$ cat config.mk
export PLATFORM = sky130hd
export DESIGN_NAME = fifo_write_arbiter
export DESIGN_NICKNAME = d
export VERILOG_FILES = /design/src/rtl/fifo_write_arbiter.sv
export SDC_FILE = /design/constraint.sdc
export NUM_CORES = 1
export LEC_CHECK = 0
export BUFFER_PORTS_ARGS = -buffer_cell sky130_fd_sc_hd__buf_2
export CAP_MARGIN = 20
export CORE_MARGIN = 2
export CORE_UTILIZATION = 50
export CTS_BUF_LIST = sky130_fd_sc_hd__clkbuf_16
export CTS_CLUSTER_SIZE = 30
export DETAILED_ROUTE_END_ITERATION = 8
export HOLD_SLACK_MARGIN = 0.12
export PLACE_DENSITY_LB_ADDON = 0.3
export SLEW_MARGIN = 5
export SYNTH_ARGS = -nofsm -noshare
export SYNTH_HDL_FRONTEND = slang
export SYNTH_SLANG_ARGS = --single-unit
$ cat constraint.sdc
create_clock -name wclk -period 6.7 [get_ports wclk]
set_input_delay 1.005 -clock wclk [delete_from_list [all_inputs] [get_ports wclk]]
set_output_delay 1.005 -clock wclk [all_outputs]
set_load 0.05 [all_outputs]
$ cat src/rtl/fifo_write_arbiter.sv
// fifo_write_arbiter: round-robin arbiter that lets NREQ requesters share one
// FIFO write port, granting bounded bursts and holding low-priority requesters
// off while the FIFO is almost full.
module fifo_write_arbiter #(
    parameter int unsigned     NREQ         = 4,
    parameter int unsigned     DSIZE        = 8,
    parameter int unsigned     MAX_BURST    = 4,
    parameter logic [NREQ-1:0] LOW_PRI_MASK = NREQ'(4'b1000)
) (
    input  logic                  wclk,
    input  logic                  wrst,
    input  logic [NREQ-1:0]       req_valid,
    input  logic [NREQ*DSIZE-1:0] req_data,
    input  logic [NREQ-1:0]       req_last,
    output logic [NREQ-1:0]       req_ready,
    input  logic                  wfull,
    input  logic                  walmost_full,
    output logic                  winc,
    output logic [DSIZE-1:0]      wdata,
    output logic [NREQ-1:0]       grant,
    output logic                  busy
);

    localparam int unsigned IDXW  = (NREQ > 1) ? $clog2(NREQ) : 1;
    localparam int unsigned BEATW = 4;

    typedef enum logic {
        IDLE  = 1'b0,
        BURST = 1'b1
    } state_e;

    state_e            state_q, state_d;
    logic [NREQ-1:0]   grant_q, grant_d;
    logic [IDXW-1:0]   last_q, last_d;
    logic [BEATW-1:0]  beat_q, beat_d;

    logic [NREQ-1:0]   elig;
    logic              found;
    logic [IDXW-1:0]   idx;
    logic              xfer;

    // Low-priority requesters are held off only at arbitration time.
    assign elig  = req_valid & ~(LOW_PRI_MASK & {NREQ{walmost_full}});
    assign grant = grant_q;
    assign busy  = (state_q == BURST);

    // State register; last starts at NREQ-1 so requester 0 wins first.
    always_ff @(posedge wclk or posedge wrst) begin
        if (wrst) begin
            state_q <= IDLE;
            grant_q <= '0;
            last_q  <= IDXW'(NREQ - 1);
            beat_q  <= '0;
        end else begin
            state_q <= state_d;
            grant_q <= grant_d;
            last_q  <= last_d;
            beat_q  <= beat_d;
        end
    end

    // Arbitration, burst accounting and write-port steering.
    always_comb begin
        state_d   = state_q;
        grant_d   = grant_q;
        last_d    = last_q;
        beat_d    = beat_q;
        req_ready = '0;
        winc      = 1'b0;
        wdata     = '0;
        xfer      = 1'b0;
        found     = 1'b0;
        idx       = '0;
        case (state_q)
            IDLE: begin
                for (int unsigned k = 1; k <= NREQ; k++) begin
                    idx = IDXW'((32'(last_q) + k) % NREQ);
                    if (!found && elig[idx]) begin
                        found   = 1'b1;
                        grant_d = NREQ'(1) << idx;
                        last_d  = idx;
                        beat_d  = '0;
                        state_d = BURST;
                    end
                end
            end
            BURST: begin
                // last_q holds the current owner while bursting.
                req_ready[last_q] = ~wfull;
                xfer              = req_valid[last_q] & ~wfull;
                winc              = xfer;
                wdata             = req_data[32'(last_q) * DSIZE +: DSIZE];
                if (!req_valid[last_q]) begin
                    state_d = IDLE;
                    grant_d = '0;
                end else if (xfer) begin
                    beat_d = beat_q + BEATW'(1);
                    if (req_last[last_q] || (beat_d == BEATW'(MAX_BURST))) begin
                        state_d = IDLE;
                        grant_d = '0;
                    end
                end
            end
            default: state_d = IDLE;
        endcase
    end

endmodule

==> results.toml <==
[outcome]
outcome = "complete, no violations"

[floorplan]
initial_core_util_pct = 52.8
io_pins = 62
fp.dieH_um = 55.2
die_x_um = 55.2
rows = 18
die-area_mm2 = 0.00304
core_mm2 = 0.00248

[setup_path]
cpMaxStageDelayCell = "dfstp_2"
cp-start-kind = "flip-flop"
required_ps = 5690
crit_type = "flip-flop to primary output"
path_buf_inv = 3
slowest_delay_ps = 880
cp.arrival_ps = 2180
end_kind = "primary output"
path_delay_family = "flip-flops"
cp_max_fo = 23
crit_chain = "inv_2 -> mux2i_1 -> nand2_1 -> inv_1 -> buf_2"

[placed_design]
finalWeightedCongestion = 0.812
dp_hpwl_mm = 2.67
postPlaceCellArea_mm2 = 0.00161
numPortBuffers = 61

[sta]
period_share_pct = 47.5
setup_viol = 0
totalNegativeSetupSlack_ps = 0
fmax_ghz = 0.314
period_minus_slack_ps = 3180
finalHoldViolations = 0
maxSlewHeadroom_pct = 63.7
finalClockSkew_ps = 0.420
rsz0062_at_grt = "false"
slew_viol_final = 0
worst_slew_pin_slew_ps = 544

[clocking]
cts-root-buf = "clkbuf_16"
cts_buffers = 3
holdBufCountCts = 0
post_cts_buffers = 0
cts_tree = "built"
cts.htree.levels = 1
cts_sinks = 11
cts.repair.resized = 0
cts.reportedPaths.clkPinSlew_ps = 40
cts_buffer_depth = 2
clk_latency_ps = 240

[synthesis]
synth.avg_cell_area_um2 = 9.69
yosysWarnings = 0
ys_async_sr_fraction_pct = 100
synth_top_flop_cell = "dfrtp_1"
synthCells = 135
synth_nets = 186
ys_seq_area_share_pct = 21.2
ys_ff_latch = 11
synth.distinct_cells = 48
synth_edf_count = 0
syn_area_mm2 = 0.00131

[final_layout]
fillers = 212
drive_above_1_share_pct = 44.3
design_area_mm2 = 0.00169
diodes = 0
seqCellArea_um2 = 278
syn_to_final_growth_pct = 29.3
layout.nets = 244
multi_input_area_um2 = 966

[power]
power_density_mw_per_mm2 = 487
power.leakage_nw = 0.827
vdd_drop_max_v = 0.000370

[global_routing]
grt_max_degree = 24
grt_pass1_vias = 1159
grt_first_pass_wirelength_mm = 5.09
gr-usage-all-layers_pct = 23.2
antenna_found_initial = 0
grt_overflow = 0

[route]
drt-initial-drc-count = 20
first_pass_iters = 4
wirelength_mm = 3.33
ant_nets = 0
routedWlPerCell_um = 15.0
routed-via-count = 1302
avgViaCountPerCell = 5.86
drc = 0

[worst_hold_path]
holdCritPathClass = "flip-flop to flip-flop"

[flow_run]
drv_cap = 0
[worst reg2reg max path: stages (launching register included)]
cell,delay [ps]
dfstp_2,880
inv_2,200
ha_1,500
inv_1,170
o31ai_1,270
a31oi_1,70
a21oi_1,280
mux2i_1,150
o2bb2ai_1,180
[layout make-up]
cell class / count / area share [%]
clock buffer: 3 / 4.44
clock inverter: 1 / 0.222
inverter: 7 / 1.55
multi-input combinational: 109 / 57.1
sequential: 11 / 16.4
tap: 30 / 2.22
timing repair buffer: 61 / 18.0
[registers in the layout (all words and copies together) (netlist names)]
register	count
busy	1
beat_q	4
grant	4
last_q	2
[layer usage]
metal	wire length, um	part of all wire, %	GRT usage, %
met3	96	2.9	2.15
met4	68	2.0	9.76
met5	0	0	0
met2	1820	55	37.9
met1	1340	40	31.3
[logic make-up (layout without fill, tap and decap cells)]
group / count (synthesis) / in the layout / share of synthesized area, %
AOI/OAI and AO/OA: 37 / 37 / 21.5
xor gates and xnor gates: 2 / 2 / 1.34
adders and majority gates: 8 / 8 / 7.46
buffers and inverters: 15 / 72 / 4.97
DFF: 11 / 11 / 21.2
muxes: 19 / 19 / 24.4
and+or+nand+nor: 43 / 43 / 19.1
[placed cells by master (no fill, tap or decap), drive strengths merged, types with 2 or more instances in the layout]
cell type  instances
or3                2
nand2              5
a21boi             2
o2bb2ai            4
clkbuf             3
dfstp              2
a21oi              6
o211ai             2
dfrtp              9
nor2b              2
o31ai              2
nor3b              2
a31oi              2
o21ai              5
nand2b             3
mux4              10
mux2i              6
nor2              10
mux2               3
a22o               3
inv                8
buf               61
a21o               3
and2              13
nor3               2
ha                 7
[per-stage QoR]
step	hold WS [ps]	power (mW)	std cells	util, %	setup slack [ps]
6_report	488	0.824	222	68.3	3520
5_1_grt	503	0.886	222	68.3	3330
4_1_cts	486	0.829	222	68.3	3480
3_5_place_dp	473	0.718	218	65.1	3550
3_3_place_gp	477	0.700	218	65.1	3620
2_1_floorplan	537	0.604	135	-	3770
[synth_stat cells, types with 2 or more instances]
master,instances,area [um2]
a22o_1,3,26.3
ha_1,7,87.6
a21o_1,3,22.5
dfrtp_1,9,225
mux4_2,10,225
nor3_1,2,10.0
nor2b_1,2,12.5
nor3b_1,2,15.0
o211ai_1,2,15.0
nand2b_1,3,18.8
inv_1,6,22.5
nand2_1,5,18.8
nor2_1,9,33.8
dfstp_2,2,52.6
a21oi_1,6,30.0
and2_1,13,81.3
o21ai_0,5,25.0
mux2i_1,6,60.1
o2bb2ai_1,4,35.0
a31oi_1,2,12.5
buf_2,4,20.0
clkbuf_1,3,11.3
mux2_2,2,22.5
[where the power goes]
group | total (mW) | leakage [nW] | switching (mW) | internal [mW]
logic | 0.555 | 0.644 | 0.340 | 0.215
registers | 0.162 | 0.141 | 0.0686 | 0.0935
clock network | 0.107 | 0.0423 | 0.0288 | 0.0782
[path summary, 6_finish.rpt]
kind / start / cells after the start / slack, ps / end
setup / recovery: last_q[0] / 5 / 3520 / winc
hold / removal: grant[2] / 1 / 490 / grant[2]
setup reg to reg: last_q[0] / 8 / 3930 / grant[2]
hold reg to reg: grant[2] / 1 / 490 / grant[2]
max in group asynchronous: wrst / 2 / 5640 / last_q[0]
min in group asynchronous: wrst / 2 / 740 / grant[2]
(Power assumes the default switching activity.)
